[src/rtl/fec_pkg.sv]
// Shared types and helpers for the streaming 2D-parity FEC encoder.
package fec_pkg;

  localparam int unsigned FEC_MAX_W = 64;

  typedef enum logic {
    S_DATA = 1'b0,
    S_PAR  = 1'b1
  } fec_enc_state_e;

  // Parity of a zero-extended vector; zero padding leaves the XOR-reduce unchanged.
  function automatic logic fec_parity(input logic [FEC_MAX_W-1:0] data, input logic odd);
    return (^data) ^ odd;
  endfunction

endpackage

[src/rtl/fec_stream_encoder_if.sv]
// Row-in / beat-out stream bundle of the FEC encoder, plus block status.
interface fec_stream_encoder_if #(
  parameter int unsigned WIDTH = 4
);
  logic             parity_odd;
  logic             in_valid;
  logic             in_ready;
  logic [WIDTH-1:0] in_data;
  logic             out_valid;
  logic             out_ready;
  logic [WIDTH-1:0] out_data;
  logic             out_row_par;
  logic             out_is_par;
  logic             busy;
  logic             blk_done;

  modport master (
    output parity_odd, in_valid, in_data, out_ready,
    input  in_ready, out_valid, out_data, out_row_par, out_is_par, busy, blk_done
  );

  modport slave (
    input  parity_odd, in_valid, in_data, out_ready,
    output in_ready, out_valid, out_data, out_row_par, out_is_par, busy, blk_done
  );
endinterface

[src/rtl/fec_par_acc.sv]
// Column-parity accumulator with clear and even/odd inversion.
// Corner bit exists only when FEC_CORNER_PARITY_EN is defined.
module fec_par_acc
  import fec_pkg::*;
#(
  parameter int unsigned WIDTH = 4
) (
  input  logic             clk,
  input  logic             rst_n,
  input  logic             clr_i,
  input  logic             en_i,
  input  logic             mode_i,
  input  logic [WIDTH-1:0] data_i,
  output logic [WIDTH-1:0] col_par_c_o,
  output logic             corner_c_o
);

  logic [WIDTH-1:0] acc_q;
  logic [WIDTH-1:0] acc_d;

  always_comb begin
    acc_d = acc_q;
    if (clr_i) begin
      acc_d = '0;
    end else if (en_i) begin
      acc_d = acc_q ^ data_i;
    end
  end

  always_ff @(posedge clk) begin
    if (!rst_n) begin
      acc_q <= '0;
    end else begin
      acc_q <= acc_d;
    end
  end

  assign col_par_c_o = acc_q ^ {WIDTH{mode_i}};

`ifdef FEC_CORNER_PARITY_EN
  assign corner_c_o = fec_parity(FEC_MAX_W'(acc_q), mode_i);
`else
  assign corner_c_o = 1'b0;
`endif

endmodule

[src/rtl/fec_stream_encoder.sv]
// Streaming 2D-parity FEC encoder: forwards rows with row parity, then one column-parity beat.
// Optional corner parity on the parity beat: define FEC_CORNER_PARITY_EN.
module fec_stream_encoder
  import fec_pkg::*;
#(
  parameter int unsigned WIDTH = 4,
  parameter int unsigned DEPTH = 4
) (
  input logic                 clk,
  input logic                 rst_n,
  fec_stream_encoder_if.slave bus
);

  localparam int unsigned       CNT_W    = (DEPTH > 1) ? $clog2(DEPTH) : 1;
  localparam logic [CNT_W-1:0]  LAST_ROW = CNT_W'(DEPTH - 1);

  fec_enc_state_e   state_q;
  logic [CNT_W-1:0] row_cnt_q;
  logic             mode_q;
  logic             out_valid_q;
  logic [WIDTH-1:0] out_data_q;
  logic             out_row_par_q;
  logic             out_is_par_q;
  logic             busy_q;
  logic             blk_done_q;

  logic             out_free_c;
  logic             in_fire_c;
  logic             out_fire_c;
  logic             par_load_c;
  logic             first_row_c;
  logic             row_mode_c;
  logic [WIDTH-1:0] col_par_c;
  logic             corner_c;

  assign out_free_c  = !out_valid_q || bus.out_ready;
  assign bus.in_ready = (state_q == S_DATA) && out_free_c;
  assign in_fire_c   = bus.in_valid && bus.in_ready;
  assign out_fire_c  = out_valid_q && bus.out_ready;
  assign par_load_c  = (state_q == S_PAR) && out_free_c;
  assign first_row_c = (row_cnt_q == '0);
  // The first row of a block must already use the mode it is about to latch.
  assign row_mode_c  = first_row_c ? bus.parity_odd : mode_q;

  fec_par_acc #(
    .WIDTH(WIDTH)
  ) u_par_acc (
    .clk        (clk),
    .rst_n      (rst_n),
    .clr_i      (par_load_c),
    .en_i       (in_fire_c),
    .mode_i     (mode_q),
    .data_i     (bus.in_data),
    .col_par_c_o(col_par_c),
    .corner_c_o (corner_c)
  );

  // FSM, row counter and output register; loads override the drain of a taken beat.
  always_ff @(posedge clk) begin
    if (!rst_n) begin
      state_q       <= S_DATA;
      row_cnt_q     <= '0;
      mode_q        <= 1'b0;
      out_valid_q   <= 1'b0;
      out_data_q    <= '0;
      out_row_par_q <= 1'b0;
      out_is_par_q  <= 1'b0;
      busy_q        <= 1'b0;
      blk_done_q    <= 1'b0;
    end else begin
      blk_done_q <= out_fire_c && out_is_par_q;

      if (out_fire_c) begin
        out_valid_q <= 1'b0;
        if (out_is_par_q) begin
          busy_q <= 1'b0;
        end
      end

      if (in_fire_c) begin
        out_valid_q   <= 1'b1;
        out_data_q    <= bus.in_data;
        out_row_par_q <= fec_parity(FEC_MAX_W'(bus.in_data), row_mode_c);
        out_is_par_q  <= 1'b0;
        busy_q        <= 1'b1;
        if (first_row_c) begin
          mode_q <= bus.parity_odd;
        end
        if (row_cnt_q == LAST_ROW) begin
          row_cnt_q <= '0;
          state_q   <= S_PAR;
        end else begin
          row_cnt_q <= row_cnt_q + CNT_W'(1);
        end
      end

      if (par_load_c) begin
        out_valid_q   <= 1'b1;
        out_data_q    <= col_par_c;
        out_row_par_q <= corner_c;
        out_is_par_q  <= 1'b1;
        state_q       <= S_DATA;
      end
    end
  end

  assign bus.out_valid   = out_valid_q;
  assign bus.out_data    = out_data_q;
  assign bus.out_row_par = out_row_par_q;
  assign bus.out_is_par  = out_is_par_q;
  assign bus.busy        = busy_q;
  assign bus.blk_done    = blk_done_q;

endmodule

[src/flat_wrapper.sv]
// flat-port wrapper written by rule: the top's interface ports become plain ports
module fec_stream_encoder_flat import fec_pkg::*;
#(
  parameter int unsigned WIDTH = 4,
  parameter int unsigned DEPTH = 4
)
  (clk, rst_n, bus_parity_odd, bus_in_valid, bus_in_data, bus_out_ready, bus_in_ready, bus_out_valid, bus_out_data, bus_out_row_par, bus_out_is_par, bus_busy, bus_blk_done);
  fec_stream_encoder_if #(.WIDTH(WIDTH)) bus_i ();
  input logic clk;
  input logic rst_n;
  input wire logic [$bits(bus_i.parity_odd)-1:0] bus_parity_odd;
  input wire logic [$bits(bus_i.in_valid)-1:0] bus_in_valid;
  input wire logic [$bits(bus_i.in_data)-1:0] bus_in_data;
  input wire logic [$bits(bus_i.out_ready)-1:0] bus_out_ready;
  output wire logic [$bits(bus_i.in_ready)-1:0] bus_in_ready;
  output wire logic [$bits(bus_i.out_valid)-1:0] bus_out_valid;
  output wire logic [$bits(bus_i.out_data)-1:0] bus_out_data;
  output wire logic [$bits(bus_i.out_row_par)-1:0] bus_out_row_par;
  output wire logic [$bits(bus_i.out_is_par)-1:0] bus_out_is_par;
  output wire logic [$bits(bus_i.busy)-1:0] bus_busy;
  output wire logic [$bits(bus_i.blk_done)-1:0] bus_blk_done;
  assign bus_i.parity_odd = bus_parity_odd;
  assign bus_i.in_valid = bus_in_valid;
  assign bus_i.in_data = bus_in_data;
  assign bus_i.out_ready = bus_out_ready;
  assign bus_in_ready = bus_i.in_ready;
  assign bus_out_valid = bus_i.out_valid;
  assign bus_out_data = bus_i.out_data;
  assign bus_out_row_par = bus_i.out_row_par;
  assign bus_out_is_par = bus_i.out_is_par;
  assign bus_busy = bus_i.busy;
  assign bus_blk_done = bus_i.blk_done;
  fec_stream_encoder #(.WIDTH(WIDTH), .DEPTH(DEPTH)) u_core (.clk(clk), .rst_n(rst_n), .bus(bus_i));
endmodule
[config.mk]
export PLATFORM = sky130hd
export DESIGN_NAME = fec_stream_encoder_flat
export DESIGN_NICKNAME = d
export VERILOG_FILES = /design/src/rtl/fec_pkg.sv /design/src/rtl/fec_stream_encoder_if.sv /design/src/rtl/fec_par_acc.sv /design/src/rtl/fec_stream_encoder.sv /design/src/flat_wrapper.sv
export SDC_FILE = /design/constraint.sdc
export NUM_CORES = 1
export LEC_CHECK = 0
export ABC_AREA = 1
export CAP_MARGIN = 20
export CORE_AREA = 8 8 61 63
export CTS_CLUSTER_SIZE = 24
export DETAILED_ROUTE_END_ITERATION = 6
export DIE_AREA = 0 0 69 71
export GPL_TIMING_DRIVEN = 0
export HOLD_SLACK_MARGIN = 0.02
export PLACE_DENSITY_LB_ADDON = 0.15
export SYNTH_ARGS = -nofsm -noshare
export SYNTH_HDL_FRONTEND = slang
export SYNTH_HIERARCHICAL = 1
export SYNTH_SLANG_ARGS = --single-unit
export TNS_END_PERCENT = 5
[constraint.sdc]
create_clock -name clk -period 1.85 [get_ports clk]
set_input_delay 0.185 -clock clk [delete_from_list [all_inputs] [get_ports clk]]
set_output_delay 0.185 -clock clk [all_outputs]
set_load 0.01 [all_outputs]
==> results_dict.tcl <==
set metrics [dict create \
    synth_cells 120 \
    synth_edf_count 0 \
    ant_nets 0 \
    track_usage_pct 7.82 \
    cts_resized 0 \
    cts_root_buffer "clkbuf_4" \
    synth.ff_latch_count 17 \
    synth_largest_area_cell "dfxtp_1" \
    cp_top_family "buffers and inverters" \
    peakVddDrop_mv 0.259 \
    ys_types 27 \
    fin_util_pct 41.1 \
    chipWidth_um 69 \
    critical_path.endpoint_type "primary output" \
    crit_path_max_fanout 2 \
    grt_max_degree 11 \
    grt_setup_unrepaired "no" \
    fin_area_um2 1170 \
    cp.buffers_inverters 4 \
    fin_setup_tns_ps 0 \
    hp-class "flip-flop to flip-flop" \
    synth_nets 131 \
    swShare_pct 30.1 \
    finalSetupViolCount 0 \
    cpPeakStageDelay_ps 530 \
    crit_path_top_delay_cell "clkdlybuf4s50_1" \
    worstPathArrival_ps 1450 \
    boundaryPins 19 \
    drv_cap 0 \
    crit_path_cell_trace "clkdlybuf4s50_1 -> inv_2 -> nand2_4 -> nand2_4 -> inv_4 -> clkdlybuf4s50_1" \
    num_rows 20 \
    antenna_cells 0 \
    setup_ws_ps 215 \
    fin_nets 154 \
    drt_iter0_drc 18 \
    ys_top_cells_by_count "nand2_1, dfxtp_1, inv_1" \
    areaGrowthSynthToFinish_pct 26.8 \
    synth_area_leaders "dfxtp_1, nand2_1, a21oi_1" \
    fin_skew_ps 4.85 \
    overflow 0 \
    worst_ep_required_time_ps 1660 \
    grt_pass1_wl_mm 3.22 \
    cts_tree "yes" \
    cp-start-kind "input port" \
    p_sw_uw 247 \
    dr.pass1.iters 4 \
    finalPower_uw 820 \
    cts_buffers 3 \
    syn_avg_cell_area_um2 7.71 \
    dp_hpwl_mm 1.44 \
    whs_ps 467 \
    yosys_warnings 6 \
    initial_utilization_pct 32.4 \
    die_h_um 71 \
    drc_errors 0 \
    syn_area_um2 925 \
    status "completed" \
    synthArstFlopShare_pct 0 \
    critPathKind "input port to primary output" \
    dp_slack_ps 211 \
    gp_congestion 0.709 \
    power.density_nw_per_um2 699 \
    wl_per_cell_um 10.5 \
    grt_pass1_vias 730 \
    maxSlewViolCount 0 \
    fin_crit_sh_pct 88.4 \
    h-tree-depth 1 \
    pwr-share-seq_pct 50.7 \
    yosysMostFrequentCell "nand2_1" \
    final_cells 175 \
    antenna_found_initial 0 \
    post_cts_buffers 0 \
    fmax_mhz 611 \
    combPwrFrac_pct 24.3 \
    clock-sinks 17 \
    period_minus_slack_ps 1640 \
    drt_wl_total_mm 1.83 \
    ys_seq_area_share_pct 36.8 \
    holdBufCountCts 0 \
    dpl-instance-area_um2 1150 \
    synth_ff_type "dfxtp_1" \
    vias 776 \
    avgViaCountPerCell 4.43 \
    p_leak_nw 0.558 \
    clockBufferDepth 2 \
    place_inst 171 \
    core-area_um2 2850 \
    fp.dieArea_um2 4900 \
    path_clk_slew_ps 100 \
    clock_latency_ps 290 \
    hold_viol 0 \
    portBuffers 18 \
    clkPwrFrac_pct 25.0 \
    synth_top_area_share_pct 36.8 \
    drive_gt1_share_pct 15.5 \
    internal_power_uw 573 \
]
[flip-flops by register name (all words and copies together), names as in the netlist]
name and cells:
u_core/bus.out_data 4, u_core/u_par_acc/acc_q 4, u_core/row_cnt_q 2, u_core/bus.blk_done 1
u_core/bus.busy 1, u_core/bus.out_is_par 1, u_core/bus.out_row_par 1, u_core/bus.out_valid 1
u_core/mode_q 1, u_core/state_q 1
[path summary, 6_finish.rpt]
kind / start / endpoint / slack (ps) / depth (start not counted)
setup / recovery: bus_out_ready / bus_in_ready / 210 / 6
hold / removal: u_core/bus.busy$_SDFFE_PN0P_ / u_core/bus.busy$_SDFFE_PN0P_ / 470 / 2
setup reg to reg: u_core/row_cnt_q[0]$_SDFFE_PN0P_ / u_core/bus.out_row_par$_SDFFE_PN0P_ / 450 / 8
hold reg to reg: u_core/bus.busy$_SDFFE_PN0P_ / u_core/bus.busy$_SDFFE_PN0P_ / 470 / 2
[tightest hold or removal path, cell delays in order (launching register included)]
cell	delay, ps
dfxtp_1	320
nand2_1	60
a21oi_1	50
[layout by cell type (no fill, tap or decap), drive strengths merged]
master / count
nand3: 7
ha: 2
nor2: 12
o211ai: 1
clkbuf: 4
clkdlybuf4s50: 18
o21ai: 7
buf: 2
nor3: 1
dfxtp: 17
conb: 1
xor2: 4
a21oi: 13
nand2: 29
a22oi: 1
o21a: 2
xnor2: 1
inv: 20
[power groups by stage]
stage | logic [mW] | clock network [mW] | registers (mW)
6_report | 0.200 | 0.205 | 0.415
5_1_grt | 0.225 | 0.228 | 0.420
2_1_floorplan | 0.121 | 0 | 0.427
3_5_place_dp | 0.202 | 0 | 0.424
4_1_cts | 0.203 | 0.218 | 0.416
3_3_place_gp | 0.199 | 0 | 0.423
[layout make-up]
| cell class | count | area (um2) |
|---|---|---|
| Inverter | 20 | 87.6 |
| Buffer | 2 | 15.0 |
| Fill cell | 319 | 1680 |
| Sequential cell | 17 | 340 |
| Timing Repair Buffer | 18 | 180 |
| Clock buffer | 4 | 26.3 |
| Tap cell | 33 | 41.3 |
| Multi-Input combinational cell | 81 | 482 |
[per-layer routing]
metal | up-vias | track usage, % | routed length [um] | part of all wire (%)
li1 | 418 | - | - | -
met1 | 337 | 9.00 | 875 | 48
met2 | 17 | 12.7 | 833 | 45
met3 | 4 | 2.38 | 96 | 5.2
met4 | 0 | 4.10 | 25 | 1.4
met5 | - | 0 | 0 | 0
[cells by family after synthesis]
kind of cell,count (synthesis),share of synthesized area [%]
XOR/XNOR,5,4.74
adder cells (fa/ha/maj),2,2.71
other,1,0.406
AO/OA/AOI/OAI,24,15.0
buffers and inverters,22,11.1
flip-flops,17,36.8
AND/OR/NAND/NOR,49,29.2
(Power assumes the default switching activity.)
